<file path="src/rtl/switch_box_cfg.sv">
// switch_box_cfg: parametrised Wilton switchbox with an integrated serial
// configuration chain (shadow register, bit counter, commit state machine).
//
// Ports:
//   clock, reset          : single rising-edge clock, synchronous active-high reset
//   data_<side>_in/_out   : WIDTH tracks per side (north, east, south, west)
//   data_from_les         : LE_IN signals from logic elements into the box
//   data_to_les           : LE_OUT signals from the box to logic elements
//   config_enable/_in     : shift one config bit per enabled cycle
//   config_out            : serial chain output (shadow bit 0) for daisy-chaining
//   config_commit         : copy shadow -> active, only legal after exactly CW shifts
//   config_loaded         : exactly CW bits shifted since last commit/reset
//   config_error          : last commit failed; sticky until a good commit or reset
//
// Config layout (LSB first): north/east/south/west track selects (SIC bits
// each, WIDTH per side), then LE_OUT LE selects of SLE bits each.

// Generic N:1 mux; selects at or above N drive 0.
module sbc_mux #(
    parameter int N  = 2,
    parameter int SW = 1
) (
    input  logic [N-1:0]  in_vec,
    input  logic [SW-1:0] sel,
    output logic          out_o
);
    assign out_o = ({1'b0, sel} < (SW+1)'(N)) ? in_vec[sel] : 1'b0;
endmodule

module switch_box_cfg #(
    parameter int WIDTH            = 6,
    parameter int LE_IN            = 2,
    parameter int LE_OUT           = 8,
    parameter int REGISTER_OUTPUTS = 0
) (
    input  logic              clock,
    input  logic              reset,
    input  logic [WIDTH-1:0]  data_north_in,
    output logic [WIDTH-1:0]  data_north_out,
    input  logic [WIDTH-1:0]  data_east_in,
    output logic [WIDTH-1:0]  data_east_out,
    input  logic [WIDTH-1:0]  data_south_in,
    output logic [WIDTH-1:0]  data_south_out,
    input  logic [WIDTH-1:0]  data_west_in,
    output logic [WIDTH-1:0]  data_west_out,
    input  logic [LE_IN-1:0]  data_from_les,
    output logic [LE_OUT-1:0] data_to_les,
    input  logic              config_enable,
    input  logic              config_in,
    output logic              config_out,
    input  logic              config_commit,
    output logic              config_loaded,
    output logic              config_error
);
    localparam int SIC  = $clog2(3 + LE_IN);
    localparam int SLE  = $clog2(4 * WIDTH + LE_IN);
    localparam int CW   = 4 * WIDTH * SIC + LE_OUT * SLE;
    localparam int NTRK = LE_IN + 3;
    localparam int NLE  = 4 * WIDTH + LE_IN;
    localparam int CNTW = $clog2(CW + 1);
    localparam int LEB  = 4 * WIDTH * SIC;

    typedef enum logic [1:0] {IDLE, SHIFTING, LOADED, OVER} state_t;

    state_t          state_q, state_d;
    logic [CNTW-1:0] cnt_q, cnt_d;
    logic [CW-1:0]   shadow_q, shadow_d;
    logic [CW-1:0]   active_q, active_d;
    logic            err_q, err_d;
    logic            commit_ok, commit_bad;

    // ---------------- config state register ----------------
    always_ff @(posedge clock) begin
        if (reset) begin
            state_q  <= IDLE;
            cnt_q    <= '0;
            shadow_q <= '0;
            active_q <= '0;
            err_q    <= 1'b0;
        end else begin
            state_q  <= state_d;
            cnt_q    <= cnt_d;
            shadow_q <= shadow_d;
            active_q <= active_d;
            err_q    <= err_d;
        end
    end

    // ---------------- next state ----------------
    // An enabled cycle always wins over commit; the commit is then dropped.
    always_comb begin
        state_d = state_q;
        cnt_d   = cnt_q;
        if (config_enable) begin
            case (state_q)
                IDLE, SHIFTING: begin
                    cnt_d   = cnt_q + CNTW'(1);
                    state_d = (cnt_q == CNTW'(CW - 1)) ? LOADED : SHIFTING;
                end
                LOADED:  state_d = OVER;
                default: state_d = OVER;  // count frozen once over-shifted
            endcase
        end else if (config_commit) begin
            state_d = IDLE;
            cnt_d   = '0;
        end
    end

    // ---------------- outputs / datapath of the config chain ----------------
    always_comb begin
        commit_ok  = config_commit && !config_enable && (state_q == LOADED);
        commit_bad = config_commit && (config_enable || (state_q != LOADED));
        shadow_d   = config_enable ? {config_in, shadow_q[CW-1:1]} : shadow_q;
        active_d   = commit_ok ? shadow_q : active_q;
        err_d      = err_q;
        if (commit_ok)       err_d = 1'b0;
        else if (commit_bad) err_d = 1'b1;
        config_loaded = (state_q == LOADED);
        config_out    = shadow_q[0];
        config_error  = err_q;
    end

    // ---------------- routing muxes ----------------
    logic [WIDTH-1:0]  nout_d, eout_d, sout_d, wout_d;
    logic [LE_OUT-1:0] le_d;
    logic [NLE-1:0]    le_v;

    // LE mux input order: LEs, then west, south, east, north tracks.
    assign le_v = {data_north_in, data_east_in, data_south_in, data_west_in, data_from_les};

    genvar i, j;
    generate
        for (i = 0; i < WIDTH; i++) begin : g_trk
            localparam int IP1 = (i + 1) % WIDTH;
            localparam int IWR = (WIDTH - i) % WIDTH;
            localparam int I2W = (2 * WIDTH - 2 - i) % WIDTH;
            logic [NTRK-1:0] n_v, e_v, s_v, w_v;

            assign n_v = {data_west_in[IP1],  data_south_in[i], data_east_in[IWR],  data_from_les};
            assign e_v = {data_north_in[IWR], data_west_in[i],  data_south_in[IP1], data_from_les};
            assign s_v = {data_east_in[IP1],  data_north_in[i], data_west_in[I2W],  data_from_les};
            assign w_v = {data_south_in[I2W], data_east_in[i],  data_north_in[IP1], data_from_les};

            sbc_mux #(.N(NTRK), .SW(SIC)) u_n (.in_vec(n_v),
                .sel(active_q[(0*WIDTH + i)*SIC +: SIC]), .out_o(nout_d[i]));
            sbc_mux #(.N(NTRK), .SW(SIC)) u_e (.in_vec(e_v),
                .sel(active_q[(1*WIDTH + i)*SIC +: SIC]), .out_o(eout_d[i]));
            sbc_mux #(.N(NTRK), .SW(SIC)) u_s (.in_vec(s_v),
                .sel(active_q[(2*WIDTH + i)*SIC +: SIC]), .out_o(sout_d[i]));
            sbc_mux #(.N(NTRK), .SW(SIC)) u_w (.in_vec(w_v),
                .sel(active_q[(3*WIDTH + i)*SIC +: SIC]), .out_o(wout_d[i]));
        end

        for (j = 0; j < LE_OUT; j++) begin : g_le
            sbc_mux #(.N(NLE), .SW(SLE)) u_le (.in_vec(le_v),
                .sel(active_q[LEB + j*SLE +: SLE]), .out_o(le_d[j]));
        end

        if (REGISTER_OUTPUTS != 0) begin : g_oreg
            logic [WIDTH-1:0]  nout_q, eout_q, sout_q, wout_q;
            logic [LE_OUT-1:0] le_q;
            always_ff @(posedge clock) begin
                if (reset) begin
                    nout_q <= '0;
                    eout_q <= '0;
                    sout_q <= '0;
                    wout_q <= '0;
                    le_q   <= '0;
                end else begin
                    nout_q <= nout_d;
                    eout_q <= eout_d;
                    sout_q <= sout_d;
                    wout_q <= wout_d;
                    le_q   <= le_d;
                end
            end
            assign data_north_out = nout_q;
            assign data_east_out  = eout_q;
            assign data_south_out = sout_q;
            assign data_west_out  = wout_q;
            assign data_to_les    = le_q;
        end else begin : g_comb
            assign data_north_out = nout_d;
            assign data_east_out  = eout_d;
            assign data_south_out = sout_d;
            assign data_west_out  = wout_d;
            assign data_to_les    = le_d;
        end
    endgenerate
endmodule

</file>
<file path="config.mk">
export PLATFORM = sky130hd
export DESIGN_NAME = switch_box_cfg
export DESIGN_NICKNAME = d
export VERILOG_FILES = /design/src/rtl/switch_box_cfg.sv
export SDC_FILE = /design/constraint.sdc
export NUM_CORES = 1
export LEC_CHECK = 0
export CAP_MARGIN = 30
export CORE_MARGIN = 2
export CORE_UTILIZATION = 60
export DETAILED_ROUTE_END_ITERATION = 10
export PLACE_DENSITY_LB_ADDON = 0.3
export SYNTH_ARGS = -nofsm -noshare
export SYNTH_HDL_FRONTEND = slang
export SYNTH_SLANG_ARGS = --single-unit
export TNS_END_PERCENT = 1
</file>
<file path="constraint.sdc">
create_clock -name clock -period 2.9 [get_ports clock]
set_clock_uncertainty 0.15 [all_clocks]
set_input_delay 0.725 -clock clock [delete_from_list [all_inputs] [get_ports clock]]
set_output_delay 0.725 -clock clock [all_outputs]
set_load 0.1 [all_outputs]
</file>
==> impl_results.md <==
- Crit end category: primary output
- GRT busiest layer: met2
- Cell Rows: 50
- Placed instance count: 1456
- Yosys warning count: 0
- RSZ-0062 raised after global routing: yes
- Clock latency on the worst-skew pair: 530 ps
- Post-synthesis xor/xnor area fraction: 0.456%
- Top cells by area, synth: dfxtp_1 (41%), mux2i_1 (11%), mux4_1 (8.4%), nand2_1 (8.3%), mux4_2 (6.8%)
- IO Pins: 66
- PD cells: 499 nW/µm²
- Layout fillers: 1206
- # H-tree levels: 1
- P&R area growth vs syn: 21.5%
- Max-cap violations: 0
- Layout Nets: 1311
- Final Max Tran Viols: 0
- Hold buffer count at cts: 0
- Initial core utilization: 61.3%
- Final Hold Viols: 0
- Gp weighted congestion: 0.923
- Buffers from clock root to sink, at most: 3
- Hold WS: 314 ps
- Cell taking the most area after synthesis: dfxtp_1
- CTS Root Cell: clkbuf_16
- Post-Synth Adder-Cell Area: 0.109%
- M1 GR Usage: 42.1%
- Min-delay worst type: reg -> reg
- Post-synthesis mux area share: 27.2%
- Worst slew margin: 57.9%
- Startpoint types: flop
- Synth Cell Area: 11500 µm²
- Worst setup path category: reg -> out
- Outcome: complete, but fails checks
- Largest family of logic cells by synthesized area: multiplexers
- Area of the core: 18800 µm²
- Reg2reg setup slack: 960 ps
- Leading cell types in the layout, fill and taps excluded: nand2_1 (255), dfxtp_1 (214), mux2i_1 (126), nor2_1 (126), a21oi_1 (119)
- Crit path cell chain: buf_6, mux4_2, mux2i_2, nand3b_1, o311a_4, buf_12
- Post-route setup slack: -359 ps
- CTS tree: yes
- Layout cells sized above 1: 26.1%
- Maximum VDD drop: 0.000422 V
- Total grt overflow: 0
- Final std cells w/o fill: 1528
- Fmax achieved: 0.307 GHz
- Unique masters post-synth: 40
- Final period demand of the worst path: 3260 ps
- # clock sinks: 234
- Pin count of the biggest net entering global routing: 78
- Simple-gate portion of the synthesized area: 14.3%
- Crit share post-route: 112%
- GRT met3 Usage: 9.52%
- Die ar.: 20300 µm²
- Syn nets: 1247
- Least-Margin Pin Slew: 629 ps
- Violated checks: negative setup slack
- Die height: 143 µm
- Crit path arrival time: 2380 ps
- CP required: 2030 ps
- GRT Overall Usage: 33.7%
- Compound-cell area share of the yosys netlist: 9.05%
- Initial antenna violation count: 1
- Final HPWL DP: 19100 µm
- Commonest non-fill, non-tap cell in the layout: nand2_1
- WL/cell: 22.4 µm
- Final-report setup violation count: 30
- CP peak stage delay: 530 ps
- Vias in the first global route: 9265
- Syn avg cell area: 9.48 µm²
- Via density: 6.43
- First-pass GRT wire length: 52700 µm
- Slowest cell on the critical path: mux4_2
- CP max FO: 6
- Pleak: 0.00532 µW
- Final wirelength: 34300 µm
- Register area share after synthesis: 40.7%
- Port bufs: 65
- Synth top area share: 40.7%
- Post-route ant nets: 0
- Pre-Repair DR Iteration Count: 6
- Die Wd: 143 µm
- CTS Buf Count: 24
- Post-synthesis register bit count: 234
- Met2 GRT Util: 53.0%
- Mapped Cells: 1215
- Clk pin slew, worst setup/hold paths: 60 ps
- Via count: 9829
- Remaining DRCs: 0
- Initial DRC count: 1287
==> final timing paths <==
kind	from	endpoint	cells after the start
max	active_q[75]	data_to_les[0]	6
min	shadow_q[87]	active_q[87]	2
max reg2reg	state_q[1]	active_q[7]	5
min reg2reg	shadow_q[87]	active_q[87]	2
==> through the flow <==
stage / util [%] / setup WS (ps) / area, µm² / setup TNS [ps] / total power (µW)
floorplan: - / -59.2 / 11500 / -237 / 3780
global placement: 68.2 / -664 / 12800 / -15030 / 4070
detailed placement: 68.2 / -691 / 12800 / -15240 / 4070
CTS: 74.0 / -210 / 13900 / -3310 / 6960
global route: 74.5 / -383 / 14000 / -4340 / 7160
finish: 74.5 / -359 / 14000 / -3900 / 6980
==> metal layers <==
metal,part of all wire [%],up-vias
met4,8.2,0
met3,10,247
met2,45,645
li1,-,4320
met1,37,4617
met5,0,-
==> synthesized netlist by cell type <==
cell type and instances:
nand3_1 2, a22oi_1 3, buf_4 42, dfxtp_1 234, nand3b_1 5, buf_2 27
buf_1 4, o311a_1 5, and4_1 1, ha_1 1, nand2b_1 1, a211oi_1 4
a21oi_1 119, mux2_2 8, o2111ai_1 1, o32ai_1 24, xor2_1 2, a32oi_1 3
and3_1 1, xnor2_1 4, o21ai_0 1, mux2i_1 128, a22o_1 3, inv_1 28
and2_1 1, nor2b_1 5, nand2_1 256, o221ai_1 3, buf_6 10, nor2_1 126
clkbuf_1 70, nor2b_2 1, nand4b_1 2, a31oi_1 3, mux4_1 37, nor3b_1 5
nor3_1 6, mux4_2 35, and3b_1 1, o211ai_1 3
==> critical path: cells and delay by family (launching register included) <==
kind            cells  cell delay (ps)
compound gates      1              170
buf+inv             2              290
flops               1              370
mux                 2              860
simple gates        1              160
==> state kept, by name (all words and copies together), names as in the netlist <==
register	cells
state_q	2
config_error	1
shadow_q	112
cnt_q	7
active_q	112
==> cell families (layout without fill, tap and decap cells) <==
kind of cell / count (synthesis) / count (layout)
multiplexers: 208 / 208
XOR/XNOR: 6 / 6
flip-flops: 234 / 234
AO/OA/AOI/OAI: 172 / 172
AND/OR/NAND/NOR: 413 / 413
buffers and inverters: 181 / 259
adder cells (fa/ha/maj): 1 / 1
other: 0 / 1
==> report_power, final <==
group	leakage, µW	switching, µW	total, µW	internal (µW)
Clock	0.000348	1270	2870	1600
Sequential	0.00190	4.65	3220	3210
Combinational	0.00308	530	896	366
==> timing repair <==
action / in CTS / in global routing
setup endpoints to repair: 32 / 32
resized for setup: 185 / 50
cloned: 15 / 0
buffers inserted: 14 / 2
pin swaps: 10 / 11
==> area by class of cell <==
class / instances / area, µm² / share of cell area [%]
multi-input combinational: 800 / 6040 / 43.2
clock buffer: 34 / 668 / 4.78
timing repair buffer: 191 / 2110 / 15.1
inverter: 28 / 105 / 0.751
tap: 234 / 293 / 2.09
clock inverter: 6 / 43.8 / 0.313
antenna: 1 / 2.50 / 0.0179
sequential: 234 / 4720 / 33.8
Note: power is estimated with default switching activity, not from simulation.
